<file path="src/rtl/johnson_decoder_monitor.sv">
// johnson_decoder_monitor: decodes and integrity-checks a right-shift Johnson counter state word
// Optional feature macro: JOHNSON_HOLD_EN (a repeated legal phase is a hold, not a sequence error)
// Ports:
//   clk, reset (sync, active-low)     clock and reset
//   valid_in, jc_in[WIDTH]            sample strobe and Johnson state word
//   phase, phase_onehot, phase_valid  registered decode of the last legal sample
//   illegal, seq_err                  one-cycle error pulses
//   locked, err_count                 lock status and saturating error count
module johnson_decoder_monitor #(
  parameter int WIDTH = 4,
  parameter int LOCK_CNT = 3,
  parameter int ERR_W = 8
) (
  input  logic                          clk,
  input  logic                          reset,
  input  logic                          valid_in,
  input  logic [WIDTH-1:0]              jc_in,
  output logic [$clog2(2*WIDTH)-1:0]    phase,
  output logic [2*WIDTH-1:0]            phase_onehot,
  output logic                          phase_valid,
  output logic                          illegal,
  output logic                          seq_err,
  output logic                          locked,
  output logic [ERR_W-1:0]              err_count
);
  localparam int N = 2 * WIDTH;
  localparam int PW = $clog2(N);
  typedef enum logic {UNLOCKED, LOCKED} state_t;
  state_t state;
  logic [3:0] step;
  logic have_prev, legal, hold, bad_step;
  logic [PW-1:0] idx, next_phase;
  // Phases 0..WIDTH fill ones from the top; phases above WIDTH drain them from the top.
  always_comb begin
    legal = 1'b0;
    idx = '0;
    for (int k = 0; k < N; k++)
      if (jc_in == ((k <= WIDTH) ? ~({WIDTH{1'b1}} >> k) : ({WIDTH{1'b1}} >> (k - WIDTH)))) begin
        legal = 1'b1;
        idx = PW'(k);
      end
  end
  assign next_phase = (phase == PW'(N - 1)) ? '0 : phase + 1'b1;
`ifdef JOHNSON_HOLD_EN
  assign hold = have_prev && legal && idx == phase;
`else
  assign hold = 1'b0;
`endif
  assign bad_step = legal && have_prev && !hold && idx != next_phase;
  always_ff @(posedge clk) begin
    if (!reset) begin
      phase <= '0;
      phase_onehot <= '0;
      phase_valid <= 1'b0;
      illegal <= 1'b0;
      seq_err <= 1'b0;
      locked <= 1'b0;
      err_count <= '0;
      state <= UNLOCKED;
      step <= '0;
      have_prev <= 1'b0;
    end else begin
      illegal <= 1'b0;
      seq_err <= 1'b0;
      if (valid_in) begin
        have_prev <= legal;
        phase_valid <= legal;
        if (legal) begin
          phase <= idx;
          phase_onehot <= {{(N-1){1'b0}}, 1'b1} << idx;
        end
        if (!legal || bad_step) begin
          illegal <= !legal;
          seq_err <= legal;
          step <= '0;
          state <= UNLOCKED;
          locked <= 1'b0;
          err_count <= (err_count == '1) ? err_count : err_count + 1'b1;
        end else if (have_prev && !hold && state == UNLOCKED) begin
          step <= step + 4'd1;
          if (step + 4'd1 == 4'(LOCK_CNT)) begin
            state <= LOCKED;
            locked <= 1'b1;
          end
        end
      end
    end
  end
endmodule
</file>
<file path="config.mk">
export PLATFORM = sky130hd
export DESIGN_NAME = johnson_decoder_monitor
export DESIGN_NICKNAME = d
export VERILOG_FILES = /design/src/rtl/johnson_decoder_monitor.sv
export SDC_FILE = /design/constraint.sdc
export NUM_CORES = 1
export LEC_CHECK = 0
export ABC_AREA = 1
export CAP_MARGIN = 20
export CORE_UTILIZATION = 50
export DETAILED_ROUTE_END_ITERATION = 6
export PLACE_DENSITY = 0.88
export SLEW_MARGIN = 15
export SYNTH_ARGS = -nofsm -noshare
export SYNTH_HDL_FRONTEND = slang
export SYNTH_SLANG_ARGS = --single-unit
</file>
<file path="constraint.sdc">
create_clock -name clk -period 2.06 [get_ports clk]
set_input_delay 0.412 -clock clk [delete_from_list [all_inputs] [get_ports clk]]
set_output_delay 0.412 -clock clk [all_outputs]
set_load 0.1 [all_outputs]
</file>
==> impl_metrics.yaml <==
status:
  status: "complete, no violations"
synthesis:
  synth_warnings: 0
  synth_top_cell_area_share_pct: 37.9
  synthAdderAreaFrac_pct: 4.39
  synth-seq-cells: 27
  synth.area.top_cells: "dfxtp_1, nand3_1, nand2_1"
  synth-simple-area-share_pct: 34.2
  seq_area_frac_synth_pct: 37.9
  synth_enable_flop_cells: 0
  synth_top_area_cell: "dfxtp_1"
  synth_compound_area_share_pct: 12.6
  synth-xor-area-share_pct: 4.92
  muxShareOfSynthArea_pct: 0
  syn_area_mm2: 0.00143
  synth_flop_cell: "dfxtp_1"
  synth.distinct_cells: 25
  syn_area_per_cell_um2: 7.35
  syn_nets: 206
  synth_commonest_cells: "nand2_1, nor2_1, dfxtp_1"
  syn_inst: 194
  synth_top_family_by_area: "simple AND/OR/NAND/NOR gates"
  yosysMostFrequentCell: "nand2_1"
  synth_async_sr_flop_share_pct: 0
global_routing:
  grt_max_degree: 16
  grt_pass1_vias: 1215
  use_met2_pct: 31.0
  grt_pass1_wl_um: 5290
  use_met1_pct: 31.5
  antenna_found_initial: 0
  grt-ovfl-total: 0
  grt_use_met3_pct: 2.58
  grt-busiest-layer: "met1"
  grt_util_all_layers_pct: 20.8
clocking:
  cts.repair.resized: 0
  clock-root-buffer: "clkbuf_4"
  path_clk_slew_ps: 160
  clock_latency_ps: 330
  tritoncts: "built"
  post-cts-setup-buffer-count: 0
  htreeDepth: 1
  clockBufferDepth: 2
  numCtsBuffers: 3
  cts_hold_buf: 0
  cts_sinks: 27
cells_and_area:
  area_growth_pct: 32.0
  final-instance-count-excl-fill: 273
  nets: 256
  antennaDiodeCount: 0
  drive_above_1_share_pct: 34.2
place:
  dp.cells: 269
  port_buffers: 29
  post-place-ws_ps: -252
  gp_congestion: 0.876
  hpwl_um: 2350
drt:
  drt-initial-drc-count: 39
  viasPerCell: 5.07
  vias: 1383
  wire_per_inst_um: 11.3
  antenna_left: 0
  first_pass_iters: 4
  route.detailed.drc: 0
  drt_wl_total_um: 3080
critical_path:
  crit_fanout: 7
  cp_data_arrival_time_ps: 2170
  path_class: "in -> reg"
  required_ps: 2330
  start_kind: "primary input"
  end_kind: "flop"
sta:
  timing.fmax_mhz: 526
  slew_viol_final: 0
  post-route-period-util_pct: 92.3
  finalHoldViolCount: 0
  finalClockSkew_ps: 16.0
  min_period_ps: 1900
  tightest_slew_ps: 464
  rsz0062_at_grt: "no"
  max_slew_margin_pct: 69.0
  fin_ws_ps: 158
  setup_viol: 0
die:
  die-height_um: 55.4
  initial_utilization_pct: 55.0
  num_rows: 18
  die_w_um: 55.4
  dieArea_mm2: 0.00307
  ios: 30
  core-area_mm2: 0.00259
power_and_ir_drop:
  p_int_uw: 745
  cellLeakagePower_uw: 0.000874
  p_per_area_mw_per_mm2: 640
  irDropWorstVdd_v: 0.000552
  pwr-share-clk_pct: 19.5
  pwr-share-comb_pct: 33.1
  switchingPower_uw: 458
  seqPwrFrac_pct: 47.5
  p_sw_share_pct: 38.1
job:
  maxCapViolations: 0
hold_path:
  hp-class: "reg -> reg"
-- critical path: stages --
cell and delay (ps):
clkdlybuf4s50_1 560, inv_2 80, nand3_1 130, nand2_1 90, nand2_1 60, nand2_1 50, nor2_1 110, nand3_1 90
nand2_2 80, nand2_2 110, buf_12 160, nand2_8 80, nand2_2 50, a21oi_2 110
-- flip-flops by register name (all words and copies together), names as in the netlist --
signal	cells
step	4
err_count	8
illegal	1
have_prev	1
seq_err	1
phase_onehot	8
phase	3
state	1
-- cells by family (layout without fill, tap and decap cells) --
| group | after synthesis | in the layout |
|---|---|---|
| simple gates | 105 | 105 |
| compound gates | 29 | 29 |
| flops | 27 | 27 |
| buf+inv | 20 | 69 |
| xor+xnor | 8 | 8 |
| fa+ha+maj | 5 | 5 |
-- through the flow --
stage	area [µm²]	hold slack, ps	utilization [%]	total power, µW	TNS, ps
final	1880	486	72.6	1200	0
after global routing	1880	506	72.6	1250	0
after CTS	1870	489	72.3	1200	0
after detailed placement	1850	464	71.3	977	-2640
after global placement	1850	467	71.3	971	-1720
after floorplan	1440	460	-	860	0
-- cells in the final DEF (no fill, tap or decap), types with 7 or more instances in the layout --
| cell | synthesis | routed |
|---|---|---|
| buf_4 | 0 | 42 |
| nand2_1 | 30 | 29 |
| nor2_1 | 29 | 28 |
| nand3_1 | 26 | 26 |
| dfxtp_1 | 27 | 18 |
| inv_1 | 12 | 12 |
| nand2_2 | 11 | 12 |
| a21oi_1 | 11 | 11 |
| o21ai_0 | 9 | 9 |
| dfxtp_2 | 0 | 9 |
| a21oi_2 | 7 | 7 |
-- path summary, 6_finish.rpt --
check | endpoint | start | slack (ps) | cells after the start
max | err_count[4]$_SDFFE_PN0P_ | jc_in[0] | 160 | 14
min | phase_onehot[4]$_SDFFE_PN0P_ | phase_onehot[4]$_SDFFE_PN0P_ | 490 | 2
max reg2reg | err_count[4]$_SDFFE_PN0P_ | phase[0]$_SDFFE_PN0P_ | 180 | 14
min reg2reg | phase_onehot[4]$_SDFFE_PN0P_ | phase_onehot[4]$_SDFFE_PN0P_ | 490 | 2
-- power by group through the flow --
| stage | combinational (µW) | clock (µW) | sequential, µW |
|---|---|---|---|
| finish | 398 | 234 | 571 |
| global route | 425 | 253 | 576 |
| CTS | 396 | 234 | 572 |
| detailed placement | 394 | 0 | 583 |
| global placement | 389 | 0 | 583 |
| floorplan | 135 | 0 | 725 |
-- layer usage --
layer	vias up	share of wire [%]	wire, µm
li1	732	-	-
met1	613	52	1610
met2	34	42	1310
met3	4	4.6	141
met4	0	0.75	23
met5	-	0	0
-- cell type report --
type                            instances  area, µm²
Inverter                               16       60.1
Sequential cell                        27        552
Tap cell                               30       37.5
Clock inverter                          1       5.00
Clock buffer                            3       22.5
Multi-Input combinational cell        147        806
Timing Repair Buffer                   49        398
Fill cell                             203        709
Power figures use the tool's default switching activity.
